<file path="src/rtl/imem_arbiter.sv">
// Instruction-SRAM arbiter: fixed-priority single-word accesses (ld > tst > rf > fe)
// plus non-preemptible ICACHE line-refill bursts, one SRAM access per cycle.
module imem_arbiter #(
  parameter int ADDR_W     = 10,
  parameter int DATA_W     = 32,
  parameter int LINE_WORDS = 16
) (
  input  logic                          CLK,
  input  logic                          RST,
  input  logic                          ld_req,
  input  logic [ADDR_W-1:0]             ld_addr,
  input  logic [DATA_W-1:0]             ld_data,
  output logic                          ld_gnt,
  input  logic                          tst_req,
  input  logic                          tst_we,
  input  logic [ADDR_W-1:0]             tst_addr,
  input  logic [DATA_W-1:0]             tst_data,
  output logic                          tst_gnt,
  output logic                          tst_rvalid,
  output logic [DATA_W-1:0]             tst_rdata,
  input  logic                          fe_req,
  input  logic [ADDR_W-1:0]             fe_addr,
  output logic                          fe_gnt,
  output logic                          fe_rvalid,
  output logic [DATA_W-1:0]             fe_rdata,
  input  logic                          rf_req,
  input  logic [ADDR_W-1:0]             rf_addr,
  output logic                          rf_busy,
  output logic                          rf_valid,
  output logic                          rf_done,
  output logic [$clog2(LINE_WORDS)-1:0] rf_offset,
  output logic [DATA_W-1:0]             rf_data,
  output logic                          mem_csb,
  output logic                          mem_web,
  output logic [ADDR_W-1:0]             mem_addr,
  output logic [DATA_W-1:0]             mem_din,
  input  logic [DATA_W-1:0]             mem_dout
);

  localparam int OFF_W = $clog2(LINE_WORDS);
  localparam logic [ADDR_W-1:0] LINE_MASK = ADDR_W'(LINE_WORDS - 1);

  typedef enum logic {S_IDLE, S_BURST} state_e;

  state_e            state_q, state_d;
  logic [OFF_W-1:0]  off_q, off_d;
  logic [ADDR_W-1:0] base_q, base_d;
  logic              tst_pend_q, tst_pend_d;
  logic              fe_pend_q, fe_pend_d;
  logic              rf_pend_q, rf_pend_d;
  logic [OFF_W-1:0]  rf_off_q, rf_off_d;
  logic              rf_gnt;

  assign tst_rvalid = tst_pend_q;
  assign fe_rvalid  = fe_pend_q;
  assign rf_valid   = rf_pend_q;
  assign rf_offset  = rf_off_q;
  assign tst_rdata  = mem_dout;
  assign fe_rdata   = mem_dout;
  assign rf_data    = mem_dout;
  assign rf_done    = rf_pend_q && (rf_off_q == '1);
  // Busy spans the grant cycle through the cycle carrying the final rf_valid.
  assign rf_busy    = rf_gnt || (state_q == S_BURST) || rf_done;

  always_comb begin
    state_d    = state_q;
    off_d      = off_q;
    base_d     = base_q;
    tst_pend_d = 1'b0;
    fe_pend_d  = 1'b0;
    rf_pend_d  = 1'b0;
    rf_off_d   = rf_off_q;
    ld_gnt     = 1'b0;
    tst_gnt    = 1'b0;
    fe_gnt     = 1'b0;
    rf_gnt     = 1'b0;
    mem_csb    = 1'b1;
    mem_web    = 1'b1;
    mem_addr   = '0;
    mem_din    = '0;
    case (state_q)
      S_IDLE: begin
        if (!RST) begin
          if (ld_req) begin
            ld_gnt   = 1'b1;
            mem_csb  = 1'b0;
            mem_web  = 1'b0;
            mem_addr = ld_addr;
            mem_din  = ld_data;
          end else if (tst_req) begin
            tst_gnt    = 1'b1;
            mem_csb    = 1'b0;
            mem_web    = !tst_we;
            mem_addr   = tst_addr;
            mem_din    = tst_we ? tst_data : '0;
            tst_pend_d = !tst_we;
          end else if (rf_req && !rf_done) begin
            // A request seen while the previous burst still reports is not taken.
            rf_gnt    = 1'b1;
            mem_csb   = 1'b0;
            mem_addr  = rf_addr & ~LINE_MASK;
            base_d    = rf_addr & ~LINE_MASK;
            off_d     = OFF_W'(1);
            state_d   = S_BURST;
            rf_pend_d = 1'b1;
            rf_off_d  = '0;
          end else if (fe_req) begin
            fe_gnt    = 1'b1;
            mem_csb   = 1'b0;
            mem_addr  = fe_addr;
            fe_pend_d = 1'b1;
          end
        end
      end
      S_BURST: begin
        mem_csb   = 1'b0;
        mem_addr  = base_q | ADDR_W'(off_q);
        rf_pend_d = 1'b1;
        rf_off_d  = off_q;
        if (off_q == '1) begin
          state_d = S_IDLE;
          off_d   = '0;
        end else begin
          off_d = off_q + 1'b1;
        end
      end
      default: state_d = S_IDLE;
    endcase
  end

  always_ff @(posedge CLK or posedge RST) begin
    if (RST) begin
      state_q    <= S_IDLE;
      off_q      <= '0;
      base_q     <= '0;
      tst_pend_q <= 1'b0;
      fe_pend_q  <= 1'b0;
      rf_pend_q  <= 1'b0;
      rf_off_q   <= '0;
    end else begin
      state_q    <= state_d;
      off_q      <= off_d;
      base_q     <= base_d;
      tst_pend_q <= tst_pend_d;
      fe_pend_q  <= fe_pend_d;
      rf_pend_q  <= rf_pend_d;
      rf_off_q   <= rf_off_d;
    end
  end

endmodule

</file>
<file path="config.mk">
export PLATFORM = sky130hd
export DESIGN_NAME = imem_arbiter
export DESIGN_NICKNAME = d
export VERILOG_FILES = /design/src/rtl/imem_arbiter.sv
export SDC_FILE = /design/constraint.sdc
export NUM_CORES = 1
export LEC_CHECK = 0
export BUFFER_PORTS_ARGS = -buffer_cell sky130_fd_sc_hd__buf_2
export CAP_MARGIN = 20
export CORE_AREA = 4 4 112 114
export CTS_CLUSTER_SIZE = 12
export DETAILED_ROUTE_END_ITERATION = 10
export DIE_AREA = 0 0 116 118
export SLEW_MARGIN = 0
export SYNTH_ARGS = -nofsm -noshare
export SYNTH_HDL_FRONTEND = slang
export SYNTH_SLANG_ARGS = --single-unit
</file>
<file path="constraint.sdc">
create_clock -name CLK -period 2.6 [get_ports CLK]
set_input_delay 0.13 -clock CLK [delete_from_list [all_inputs] [get_ports CLK]]
set_output_delay 0.13 -clock CLK [all_outputs]
set_load 0.01 [all_outputs]
</file>
# Yosys cells after proc, flatten, opt, wreduce, memory -nomap -nowiden
# Cells that the tools add are included.
# Widths: inputs -> output; s select.
[totals] reg_bits=18 input_bits=143 output_inout_bits=152 wordCells=84
[classes] add_sub_neg=1 n_eq_ne=6 muxes=57 n_bitwise=5 reduce_logical=8
[op_table] op="$mux 32" count=5
[op_table] op="$mux 10" count=5
[op_table] op="$mux 4" count=9
[op_table] op="$mux 1" count=32
[op_table] op="$pmux 10 s2" count=1
[op_table] op="$pmux 4 s2" count=2
[op_table] op="$or 10x4->10" count=1
[op_table] op="$eq 4x4->1 const B" count=2
[op_table] op="$ne 2x2->1 const B" count=4
[op_table] op="$pmux 1 s2" count=3
[op_table] op="$reduce_and 5->1" count=1
[op_table] op="$add 4x1->4 const B" count=1
[op_table] op="$not 1->1" count=4
[op_table] op="$reduce_and 4->1" count=1
[op_table] op="$logic_and 1x1->1" count=2
[op_table] op="$logic_not 1->1" count=2
[op_table] op="$logic_or 1x1->1" count=2

# Longest topological paths before layout
[depth] word_depth=11 ltp_mapped=6 ltp_nobuf=4

# Least setup slack after synthesis
# Ideal clock, no wire load.
[synth_path] kind="register to register" startpoint="reg rf_off_q[2], in the netlist rf_offset[2]" endpoint="reg base_q[4]" setup_ns=0.125 t_arrival_ns=1.447 required_ns=2.475 slack_ns=1.028 stages_incl_launch_ff=6 path_buffers=2 synth_period_minus_slack_ns=1.572 cell_sequence="dfrtp_1 -> clkbuf_1 -> nand2_1 -> o211ai_2 -> buf_6 -> mux2_4"
[synth_via] elab_chain_len=5
[synth_lines] element="start: declaration" line_no="51" rtl="logic [OFF_W-1:0] rf_off_q, rf_off_d;"
[synth_lines] element="start signal: assignment" line_no="147" rtl="rf_off_q <= rf_off_d;"
[synth_lines] element="$eq 4x4->1" line_no="61" rtl="assign rf_done = rf_pend_q && (rf_off_q == '1);"
[synth_lines] element="$logic_and 1x1->1" line_no="61"
[synth_lines] element="$logic_not 1->1" line_no="97" rtl="end else if (rf_req && !rf_done) begin"
[synth_lines] element="$logic_and 1x1->1" line_no="97"
[synth_lines] element="$reduce_and 5->1 (no source line)"
[synth_lines] element="end signal: assignment" line_no="143" rtl="base_q <= base_d;"
[synth_lines] element="end: declaration" line_no="47" rtl="logic [ADDR_W-1:0] base_q, base_d;"
# Every way passes these cells.
# A chain may end at the register's enable or synchronous reset.

# Worst setup path in the final report
[layout_path] startpoint="reg rf_off_q[1], in the netlist rf_offset[1]" endpoint="out mem_addr[4]"
[layout_via] elab_chain_len=9
[layout_lines] element="$eq 4x4->1" line_no="61"
[layout_lines] element="$logic_and 1x1->1" line_no="61"
[layout_lines] element="$logic_not 1->1" line_no="97"
[layout_lines] element="$logic_and 1x1->1" line_no="97"
[layout_lines] element="$mux 10" line_no="97"
[layout_lines] element="$mux 10" line_no="90" rtl="end else if (tst_req) begin"
[layout_lines] element="$mux 10" line_no="84" rtl="if (ld_req) begin"
[layout_lines] element="$mux 10" line_no="83" rtl="if (!RST) begin"
[layout_lines] element="$pmux 10 s2" line_no="81" rtl="case (state_q)"
[layout_lines] element="end: declaration" line_no="35" rtl="output logic [ADDR_W-1:0] mem_addr,"
# Every way passes these cells.

==> flow_metrics.py <==
metrics = {
    "floorplanning": {
        "fp.dieW_microns": 116,
        "start_util": 0.203,
        "fp.dieH_microns": 118,
        "io_pins": 295,
        "rows": 39,
        "die-area_sq_um": 13700,
        "core_area_sq_um": 11400,
    },
    "placed_design": {
        "hpwl_microns": 8140,
        "port_buffers": 162,
        "place.gp.congestion": 0.745,
    },
    "sta": {
        "drv_slew": 0,
        "setup-violations-final": 0,
        "skew_ns": 0.00140,
        "fin_crit_sh": 0.830,
        "tns_ns": 0,
        "whs_ns": 0.0183,
        "max-slew-margin-rel": 0.541,
        "fin_crit_ns": 2.16,
        "rsz0062_at_grt": "no",
        "fmax_mhz": 463,
        "hold_viol": 0,
        "tightest_slew_ns": 0.686,
    },
    "final_layout": {
        "seqCellArea_sq_um": 450,
        "multi_input_area_sq_um": 1030,
        "drive_above_1_share": 0.546,
        "finalNetCount": 482,
        "fillCellCount": 1288,
        "flow.area_growth_from_synthesis_pct": 14.3,
        "antenna_cells": 0,
    },
    "critical_path": {
        "crit_path_cell_trace": "nand3_1, o211ai_2, o221ai_1, buf_2",
        "critPathKind": "flip-flop to output pin",
        "worstReg2RegEnd": "base_q[9]",
        "r2r-start": "rf_offset[1]",
        "cp_top_family": "compound AO/OA/AOI/OAI gates",
        "crit_fanout": 12,
        "reg2reg_slack_ns": 0.71,
        "start_kind": "flip-flop",
        "crit_buf_inv": 1,
        "required_ns": 2.47,
        "cp_slowest_stage_delay_ns": 0.67,
        "cp_slowest_cell": "o211ai_2",
        "reg2regPathDepth": 3,
        "worst_ep_arrival_time_ns": 2.03,
        "end_kind": "output pin",
    },
    "logic_synthesis": {
        "yosys-top-cells-area": "buf_4 31%, dfrtp_1 19%, a22o_1 12%",
        "ys_ff_latch": 18,
        "yosys.area.top_type_share": 0.311,
        "synthArstFlopShare": 1.00,
        "yosysMostFrequentCell": "buf_4",
        "synthFlopType": "dfrtp_1",
        "synth_top_area_cell": "buf_4",
        "syn_area_per_cell_sq_um": 8.31,
        "yosysWarningCount": 0,
        "syn_area_sq_um": 2320,
        "yosysUniqueCellTypes": 39,
        "yosysSeqAreaShare": 0.194,
        "synth_edf_count": 0,
        "synthTopCellsByCount": "96 x buf_4, 32 x a22o_1, 22 x nand2_1, 18 x dfrtp_1, 11 x clkbuf_1",
        "syn_nets": 423,
        "syn_inst": 279,
    },
    "clock_network": {
        "cts_root_buf": "clkbuf_16",
        "cts_tree": "yes",
        "insertion_delay_ns": 0.25,
        "cts.sinks": 18,
        "cts_hold_buf": 0,
        "cts_made_buffers": 3,
        "htreeDepth": 1,
        "ctsLongestPathBuffers": 2,
        "cts_resized": 0,
        "clk_pin_slew_ns": 0.06,
        "postCtsSetupRepairBufs": 0,
    },
    "job": {
        "maxCapViolCount": 0,
    },
    "pwr": {
        "switching_share": 0.401,
        "p_leak_uw": 0.00137,
        "switching_power_uw": 750,
        "peakVddDrop_v": 0.000308,
        "combPwrFrac": 0.515,
        "intPower_uw": 1120,
        "clock_power_share": 0.187,
        "pwr-share-seq": 0.299,
        "power.density_nw_per_um2": 706,
    },
    "grt": {
        "track_usage": 0.125,
        "grt_pass1_vias": 2213,
        "grt_start_max_net_pins": 34,
        "overflow": 0,
        "grt_pass1_wl_microns": 13000,
        "antenna_found_initial": 4,
    },
    "detailed_routing": {
        "drt_iter0_drc": 67,
        "post_drt_wl_per_cell_microns": 19.7,
        "drc": 0,
        "vias_per_cell": 4.65,
        "dr_total_vias": 2233,
        "firstDrtPassIters": 4,
        "antenna_left": 0,
        "wirelength_microns": 9480,
    },
    "worst_hold_path": {
        "hold_class": "input pin to async pin",
    },
    "status": {
        "outcome": "completed",
    },
}
-- final cells by class --
type	instances	share of cell area
Timing Repair Buffer	169	0.326
Clock buffer	4	0.0336
Inverter	9	0.0128
Tap cell	143	0.0676
Multi-Input combinational cell	137	0.390
Sequential cell	18	0.170
-- sequential cells by signal, indices dropped and copies added, names as in the netlist --
name,cells
fe_rvalid,1
base_q,6
off_q,4
tst_rvalid,1
rf_offset,4
state_q,1
rf_valid,1
-- worst register-to-register path, delay by kind of cell, from the launching register on --
family | cells | cell delay [ns]
AOI/OAI and AO/OA | 1 | 0.67
DFF | 1 | 0.38
muxes | 1 | 0.41
and+or+nand+nor | 1 | 0.31
-- routing by layer --
metal | up-vias | global-route usage | part of all wire
li1 | 1029 | - | -
met1 | 1007 | 0.129 | 0.34
met2 | 179 | 0.248 | 0.53
met3 | 16 | 0.0324 | 0.11
met4 | 2 | 0.0254 | 0.012
met5 | - | 0 | 0.0014
-- logic make-up after synthesis --
kind of cell / count (synthesis) / synth area share
xor+xnor: 1 / 0.00378
fa+ha+maj: 1 / 0.00540
simple gates: 55 / 0.137
compound gates: 74 / 0.261
buf+inv: 124 / 0.363
flops: 18 / 0.194
mux: 6 / 0.0356
-- placed cells by master, fill, tap and decap left out --
| cell | count |
|---|---|
| a21oi_1 | 1 |
| a221oi_1 | 6 |
| a222oi_1 | 4 |
| a22o_1 | 32 |
| a311oi_1 | 1 |
| and2_1 | 7 |
| and3_1 | 1 |
| and4b_1 | 1 |
| buf_2 | 162 |
| buf_4 | 7 |
| clkbuf_16 | 3 |
| clkbuf_8 | 1 |
| clkinv_1 | 1 |
| dfrtp_1 | 18 |
| ha_1 | 1 |
| inv_1 | 8 |
| mux2_2 | 2 |
| mux2_4 | 4 |
| nand2_1 | 22 |
| nand3_1 | 5 |
| nand4_1 | 6 |
| nor2_1 | 2 |
| nor2b_1 | 2 |
| nor3b_4 | 1 |
| nor4_4 | 1 |
| nor4b_1 | 1 |
| nor4b_2 | 1 |
| o211ai_2 | 1 |
| o21a_1 | 2 |
| o21ai_0 | 10 |
| o221ai_1 | 6 |
| o22a_1 | 7 |
| o22ai_1 | 3 |
| o31a_1 | 1 |
| or2_2 | 1 |
| or3_1 | 2 |
| or4_1 | 2 |
| xnor2_1 | 1 |
-- through the flow --
stage	worst slack [ns]	utilization	instance area (sq um)	instances	total power (uW)
after floorplan	1.03	-	2320	279	1280
after global placement	0.734	0.224	2560	476	1500
after detailed placement	0.696	0.224	2560	476	1530
after CTS	0.434	0.232	2650	480	1900
after global routing	0.297	0.232	2650	480	2020
final	0.442	0.232	2650	480	1870
-- worst max-delay path by stage --
stage	end	depth (start not counted)	startpoint
2_1_floorplan	base_q[4]	5	rf_offset[2]
3_3_place_gp	base_q[9]	3	rf_offset[1]
3_5_place_dp	base_q[9]	3	rf_offset[1]
4_1_cts	mem_addr[4]	4	rf_offset[1]
5_1_grt	mem_addr[4]	4	rf_offset[1]
6_report	mem_addr[4]	4	rf_offset[1]
-- power by group through the flow --
stage	Sequential, uW	Clock [uW]	Combinational [uW]
final	558	349	963
after global routing	583	372	1070
after CTS	558	361	977
after detailed placement	558	0	971
after global placement	548	0	955
after floorplan	498	0	781
Note: power is estimated with default switching activity, not from simulation.
